### src/rtl/sha256_msg_padder.sv
// FIPS 180-4 message padder: packs a big-endian word stream into 512-bit blocks,
// appends 0x80, zero fill and the 64-bit bit length, and tags first/last blocks.
module sha256_msg_padder #(
    parameter int LEN_W = 64,
    parameter int WORDS = 16
) (
    input  logic                  clk,
    input  logic                  reset,
    input  logic [31:0]           in_data,
    input  logic                  in_valid,
    input  logic                  in_last,
    input  logic [2:0]            in_nbytes,
    output logic                  in_ready,
    output logic [WORDS*32-1:0]   block_out,
    output logic                  block_valid,
    output logic                  block_first,
    output logic                  block_last,
    input  logic                  block_ready
);

    typedef enum logic [1:0] {
        FILL = 2'd0,
        PAD  = 2'd1,
        LEN  = 2'd2,
        EMIT = 2'd3
    } state_t;

    localparam logic [4:0] IDX_LEN_HI = 5'd14;
    localparam logic [4:0] IDX_PAD_END = 5'd13;
    localparam logic [4:0] IDX_LAST = 5'(WORDS - 1);

    state_t             state;
    state_t             state_nxt;
    state_t             resume;
    logic [4:0]         idx;
    logic [LEN_W-1:0]   byte_cnt;
    logic [LEN_W-1:0]   bit_len;
    logic               first_flag;
    logic               last_blk;
    logic               pad_pending;
    logic [31:0]        buf_q [WORDS];

    logic               take;
    logic [2:0]         nb;
    logic [31:0]        word_in;
    logic               pad_skip;

    // Valid/ready: a word moves on the rising edge where in_valid and in_ready are
    // both high; a block moves where block_valid and block_ready are both high.
    assign take     = in_valid & in_ready;
    assign nb       = (!in_last || in_nbytes >= 3'd4) ? 3'd4 : in_nbytes;
    assign bit_len  = {byte_cnt[LEN_W-4:0], 3'b000};
    // Entering PAD at word 14 with no pending marker leaves nothing to pad.
    assign pad_skip = (idx == IDX_LEN_HI) && !pad_pending;

    // Unused trailing bytes are dropped and the 0x80 marker lands right after the data.
    always_comb begin
        word_in = in_data;
        case (nb)
            3'd0:    word_in = 32'h8000_0000;
            3'd1:    word_in = {in_data[31:24], 24'h80_0000};
            3'd2:    word_in = {in_data[31:16], 16'h8000};
            3'd3:    word_in = {in_data[31:8], 8'h80};
            default: word_in = in_data;
        endcase
    end

    always_ff @(posedge clk or negedge reset) begin
        if (!reset) begin
            state <= FILL;
        end else begin
            state <= state_nxt;
        end
    end

    always_comb begin
        state_nxt = state;
        case (state)
            FILL: begin
                if (take) begin
                    if (idx == IDX_LAST) begin
                        state_nxt = EMIT;
                    end else if (in_last) begin
                        state_nxt = PAD;
                    end
                end
            end
            PAD: begin
                if (pad_skip || idx == IDX_PAD_END) begin
                    state_nxt = LEN;
                end else if (idx == IDX_LAST) begin
                    state_nxt = EMIT;
                end
            end
            LEN: begin
                if (idx == IDX_LAST) begin
                    state_nxt = EMIT;
                end
            end
            EMIT: begin
                if (block_ready) begin
                    state_nxt = last_blk ? FILL : resume;
                end
            end
            default: state_nxt = FILL;
        endcase
    end

    always_comb begin
        in_ready    = reset && (state == FILL);
        block_valid = (state == EMIT);
        block_first = (state == EMIT) && first_flag;
        block_last  = (state == EMIT) && last_blk;
    end

    always_ff @(posedge clk or negedge reset) begin
        if (!reset) begin
            idx         <= '0;
            byte_cnt    <= '0;
            first_flag  <= 1'b1;
            last_blk    <= 1'b0;
            pad_pending <= 1'b0;
            resume      <= FILL;
            for (int i = 0; i < WORDS; i++) begin
                buf_q[i] <= '0;
            end
        end else begin
            case (state)
                FILL: begin
                    if (take) begin
                        buf_q[idx[3:0]] <= word_in;
                        idx             <= idx + 5'd1;
                        byte_cnt        <= byte_cnt + LEN_W'(nb);
                        if (in_last) begin
                            pad_pending <= (nb == 3'd4);
                        end
                        if (idx == IDX_LAST) begin
                            last_blk <= 1'b0;
                            resume   <= in_last ? PAD : FILL;
                        end
                    end
                end
                PAD: begin
                    if (!pad_skip) begin
                        buf_q[idx[3:0]] <= pad_pending ? 32'h8000_0000 : 32'h0;
                        pad_pending     <= 1'b0;
                        idx             <= idx + 5'd1;
                        // Marker or data spilled into word 14/15: flush and pad a fresh block.
                        if (idx == IDX_LAST) begin
                            last_blk <= 1'b0;
                            resume   <= PAD;
                        end
                    end
                end
                LEN: begin
                    buf_q[idx[3:0]] <= (idx == IDX_LEN_HI) ? bit_len[63:32] : bit_len[31:0];
                    idx             <= idx + 5'd1;
                    if (idx == IDX_LAST) begin
                        last_blk <= 1'b1;
                    end
                end
                EMIT: begin
                    if (block_ready) begin
                        idx        <= '0;
                        first_flag <= last_blk;
                        if (last_blk) begin
                            byte_cnt <= '0;
                        end
                    end
                end
                default: ;
            endcase
        end
    end

    always_comb begin
        block_out = '0;
        for (int i = 0; i < WORDS; i++) begin
            block_out[32*(WORDS-1-i) +: 32] = buf_q[i];
        end
    end

endmodule
### config.mk
export PLATFORM = sky130hd
export DESIGN_NAME = sha256_msg_padder
export DESIGN_NICKNAME = d
export VERILOG_FILES = /design/src/rtl/sha256_msg_padder.sv
export SDC_FILE = /design/constraint.sdc
export NUM_CORES = 1
export LEC_CHECK = 0
export CAP_MARGIN = 20
export CELL_PAD_IN_SITES_DETAIL_PLACEMENT = 0
export CELL_PAD_IN_SITES_GLOBAL_PLACEMENT = 1
export CORE_AREA = 2 2 241 243
export CTS_BUF_LIST = sky130_fd_sc_hd__clkbuf_2
export CTS_CLUSTER_SIZE = 14
export DETAILED_ROUTE_END_ITERATION = 7
export DIE_AREA = 0 0 243 245
export PLACE_DENSITY = 0.84
export SYNTH_ARGS = -nofsm -noshare
export SYNTH_HDL_FRONTEND = slang
export SYNTH_SLANG_ARGS = --single-unit
export TNS_END_PERCENT = 1
### constraint.sdc
create_clock -name clk -period 4.87 [get_ports clk]
set_input_delay 0.7305 -clock clk [delete_from_list [all_inputs] [get_ports clk]]
set_output_delay 0.7305 -clock clk [all_outputs]
set_load 0.05 [all_outputs]
Yosys cells after proc, flatten, opt, wreduce, memory -nomap -nowiden
Index checks and enable logic that the tools add are counted.
Storage, ports and cells
  bits of input ports: 40
  output and inout bits: 516
  register bits: 588
  logic and storage cells: 114
Operators by class
  bitwise gates (word level): 2
  $add $sub $neg: 2
  reductions and logical operators: 22
  magnitude comparators: 3
  muxes and demuxes: 43
  equal/unequal tests: 19
Operator list (count)
  512-bit bitwise mux: 3
  512-bit one-hot mux with 3 select lines: 1
  512-bit two-way mux: 2
  64-bit two-way mux: 3
  32-bit demux with 4-bit select: 1
  32-bit one-hot mux with 4 select lines: 1
  64-bit one-hot mux with 2 select lines: 1
  32-bit two-way mux: 3
  64-bit by 3-bit adder with 64-bit output: 1
  2-bit two-way mux: 11
  5-bit one-hot mux with 4 select lines: 1
  5-bit by 4-bit equality test with 1-bit output (second input constant): 3
  5-bit two-way mux: 3
  2-bit inequality test (second input constant): 6
  4-bit AND reduction: 3
  3-bit AND reduction: 3
  1-bit two-way mux: 8
  2-bit one-hot mux with 4 select lines: 1
  3-bit by 2-bit equality test with 1-bit output (second input constant): 2
  5-bit by 1-bit adder with 5-bit output (second input constant): 1
  5-bit >= comparator (second input constant): 1
  1-bit logical AND: 5
  5-bit by 1-bit less-than comparator with 1-bit output (second input constant): 1
  4-bit inverter with 5-bit output: 1
  other kinds (20): 25

Logic depth before layout (Yosys ltp)
  depth after elaboration: 8
  gate-level depth with buffers: 13
  depth with buffers taken out: 11

Least setup slack after synthesis
Ideal clock, no wire load.
  path kind: input -> register
  from: input in_last
  to: register byte_cnt[60]
  required time: 4.792 ns
  stages on the path: 13
  library setup time: 0.078 ns
  buffers on the path: 2
  slack: 1.213 ns
  arrival time: 3.579 ns
  path through: nor2b_1 clkinv_1 buf_1 nor2_1 ha_1 inv_1 fa_1 nor2b_1 o21ai_0 or4_1 buf_2 or4_1 a21oi_1
Between the ends
  longest elaborated chain between the ends: 6
Ends and longest elaborated chain
  start: declaration: RTL line 11  | input logic in_last,
  1-bit logical NOT: RTL line 51  | assign nb = (!in_last || in_nbytes >= 3'd4) ? 3'd4 : in_nbytes;
  1-bit logical OR: RTL line 51
  3-bit two-way mux: RTL line 51
  64-bit by 3-bit adder with 64-bit output: RTL line 133  | byte_cnt <= byte_cnt + LEN_W'(nb);
  64-bit two-way mux: RTL line 130  | if (take) begin
  64-bit one-hot mux with 2 select lines: RTL line 128  | case (state)
  end signal: assignment: RTL line 133
  end: declaration: RTL line 36  | logic [LEN_W-1:0] byte_cnt;
Every way passes these cells. The select of a mux whose other input is x is not followed.
A chain may end at the register's enable or synchronous reset.

Final worst setup path
  from: register state[1]
  to: output block_last
Between the ends
  longest elaborated chain between the ends: 2
Ends and longest elaborated chain
  start: declaration: RTL line 32  | state_t state;
  start signal: assignment: RTL line 72  | state <= state_nxt;
  2-bit equality test: RTL line 113  | block_last = (state == EMIT) && last_blk;
  1-bit logical AND: RTL line 113
  end: declaration: RTL line 17  | output logic block_last,
Every way passes these cells.

==> key figures <==
Status
  • Status: finished clean

STA
  • Final Cycle Share: 87.0%
  • RSZ-0062 raised after global routing: no
  • Max-slew violation count: 0
  • Post-route setup slack: 0.633 ns
  • Total Neg Setup Slack: 0 ns
  • Max-slew headroom: 24.9%
  • # setup viols final: 0
  • Final Skew: approximately 0.11 ns
  • Tmin final: 4.24 ns
  • Fin. Hold Viols: 0
  • Max frequency: between 0.2 and 0.25 GHz
  • Worst Max-Slew Pin Slew: approximately 1.1 ns

Yosys
  • #FFs+latches synth: a little under 600
  • Synth Area in Compound Gates: between 20% and 30%
  • Post-Synth XOR/XNOR Area: 0.602%
  • Post-synth EDFFs: 0
  • Synthesized-area fraction occupied by and/or/nand/nor cells: between 10% and 20%
  • Synthesized area: roughly 25000 um2
  • Largest family of logic cells by synthesized area: compound AO/OA/AOI/OAI gates
  • Mean Syn Cell Area: 11.1 um2
  • Syn_nets: 2273
  • Mux cell area share after synthesis: roughly 1.5%
  • Sequential fraction of the synthesis area: 59.1%
  • Synth unique cells: between 70 and 80
  • Asr flop ratio synth: 100%
  • Synth Area in Adders: 0.688%
  • Total of warnings raised by yosys: 0
  • Top FF cell, synth: dfrtp_1
  • Synth Instances: 2220

Critical path
  • Arrival time worst endpoint: 3.51 ns
  • CP endpoint kind: output port
  • Critical path fanouts, max: 17
  • CP Class: reg2out
  • CP endpoint: block_last
  • CP required: 4.14 ns
  • Startpoint types: flop
  • R2r worst-path depth: 7
  • Reg2reg setup slack: 1.26 ns
  • R2r startpoint: state[0]$_DFFE_PN0P_
  • Worst setup path startpoint: state[1]$_DFFE_PN0P_

Die
  • Initial Utilization: roughly 43%
  • Core area: 57000 um2
  • FP Rows: 88
  • Die Ht: around 250 um
  • Die Width: 243 um
  • I/O pin count: 556
  • Die ar.: 59500 um2

Min path
  • Min-Delay Path Class: in2reg
  • Hold Path Depth: 3

Pwr
  • Sequential Power Share: 27.7%
  • Gate power share: 59.6%
  • Cell Int Power: approximately 0.013 W
  • Psw: 0.0150 W
  • Power per cell area: 846 nW/um2
  • Maximum vdd drop: 0.000582 V
  • Lkg Pwr: 14.7 nW
  • Clock share of power: between 10% and 20%
  • Sw Share: 53.7%

Finish
  • Final #Nets: ~2.9k
  • Layout overhead on the synthesized area: 33.2%
  • Area of the multi-input gates: 9510 um2
  • Layout filler cell count: 4864
  • Layout cells sized above 1: 13.4%
  • Final std cells w/o fill: 3691
  • Storage cell area: 14600 um2

Detailed routing
  • WL final: 105 mm
  • M1 WL: 39.9 mm
  • Vias per cell: 6.21
  • WL met2: 47.7 mm
  • Routed met3 length: 12.6 mm
  • Drt pass-1 iters: 6
  • Initial drt markers: about 2.3k
  • Remaining routing DRC violations: 0
  • DR WL/cell: 28.4 um
  • Final ANT Viol Nets: 0
  • Via count: 22.9k
  • Highest metal used: met4

GRT
  • First-pass GRT wire length: 154 mm
  • Vias in the first global route: 23.3k
  • Initial antenna violation count: 4
  • Grt ovf: 0
  • Pin count of the biggest net entering global routing: 158
  • Total GRT Usage: a little over a third

Place
  • RD Place Congestion: 0.946
  • Worst slack at placement: 0.638 ns
  • Port Buffers: 555
  • Placed Cells: 3415
  • Hpwl dp: roughly 72 mm

Clock network
  • H-tree Lvls: 4
  • CTS tree: built
  • TritonCTS Buffers: 153
  • Clk_lat worst skew: 1.39 ns
  • Root buffer cell: clkbuf_2
  • Clock-pin slew on the worst setup and hold paths: approximately 0.12 ns
  • CTS sink count: 584
  • Max clock buf depth: 3

Run
  • Max Cap Viol: 0
## power by group through the flow
stage | Clock, W | Sequential [W] | Combinational [W]
floorplan | 0 | 0.0129 | 0.00462
global placement | 0 | 0.00770 | 0.0162
detailed placement | 0 | 0.00775 | 0.0164
CTS | 0.00357 | 0.00769 | 0.0165
global route | 0.00384 | 0.00789 | 0.0172
finish | 0.00353 | 0.00773 | 0.0166
## cells by family after synthesis
kind of cell,after synthesis
simple gates,522
buf+inv,230
flops,584
mux,36
fa+ha+maj,13
xor+xnor,17
compound gates,818
## routing by layer
| layer | GRT usage (%) | up-vias |
|---|---|---|
| met3 | 13.2 | 244 |
| li1 | - | 9582 |
| met2 | 53.5 | 1456 |
| met1 | 43.3 | 11600 |
| met4 | 16.1 | 0 |
| met5 | 0 | - |
## synth_stat cells (all sizes together) (4+ instances only)
cell type  count  area share (%)
nor2b          7            0.18
a22o          75             2.7
o221ai         8            0.28
inv           24            0.36
mux2i         35             1.4
nand4         17            0.46
nand2b         5            0.13
ha            12            0.61
and2          19            0.48
a21oi        151             3.1
o32a          61             2.5
o21ai        123             2.5
a31oi         15            0.38
or2            7            0.18
clkbuf       187             2.8
nand3b         4            0.12
dfrtp        583              59
nand4b         6            0.21
o31ai         21            0.64
or4           20            0.62
and4           5            0.18
and3           5            0.13
o22a         292              10
buf           17            0.30
or3           17            0.44
xnor2         16            0.57
nor3          38            0.77
o21bai         5            0.15
nand2        156             2.4
nor2         152             2.3
nor4          13            0.35
o22ai         33            0.84
nand3         41            0.83
a22oi          4            0.12
## layout make-up
cell class / count / area share (%)
antenna: 2 / 0.0152
clock buffer: 220 / 3.34
clock inverter: 43 / 0.851
inverter: 26 / 0.296
multi-input combinational: 1406 / 28.9
sequential: 584 / 44.4
tap: 765 / 2.91
timing repair buffer: 645 / 19.4
## cell usage in the layout, fill, tap and decap left out, types with 12 or more instances in the layout
master and n:
nor4_1 12, o22ai_2 14, buf_4 75, clkbuf_2 220, or3_1 16, clkdlybuf4s50_1 554
mux2i_1 35, nor3_1 37, a22o_1 75, o22ai_1 19, clkinv_1 29, nand4_1 16
nand2_1 155, o21ai_2 14, inv_1 24, o22a_1 292, o21ai_0 107, o31ai_1 21
xnor2_1 16, dfrtp_1 583, o32a_1 61, and2_1 19, nand3_1 41, a31oi_1 15
a21oi_1 151, or4_1 19, nor2_1 140
## repair_timing
item / in CTS / in global routing
setup buffers: 0 / 0
resized for setup: 0 / 0
hold endpoints to repair: 226 / 0
hold buffers: 7 / 0
setup endpoints to repair: 0 / 0
## how the worst min path moves through the flow
stage                                 end                    from
6_report           first_flag$_DFFE_PN1P_             block_ready
5_1_grt                              flop              in_data[2]
4_1_cts                              flop              in_data[2]
3_5_place_dp       first_flag$_DFFE_PN1P_  first_flag$_DFFE_PN1P_
3_3_place_gp                         flop                    flop
2_1_floorplan  asynchronous set/reset pin                   reset
## critical path, stage by stage (launching register included)
cell             delay [ns]
dfrtp_1                0.43
ha_1                   0.69
and2_1                 0.27
clkdlybuf4s50_1        0.82
## stage by stage
step           cell area (um2)  total power [W]  hold slack (ns)  utilization [%]
2_1_floorplan            24700           0.0176            0.435                -
3_3_place_gp             31400           0.0239            0.470             55.0
3_5_place_dp             31400           0.0242            0.474             55.0
4_1_cts                  32800           0.0277         0.000494             57.6
5_1_grt                  32900           0.0289           0.0486             57.8
6_report                 32900           0.0279            0.120             57.8
No activity file was read; power rests on OpenSTA's default activity.
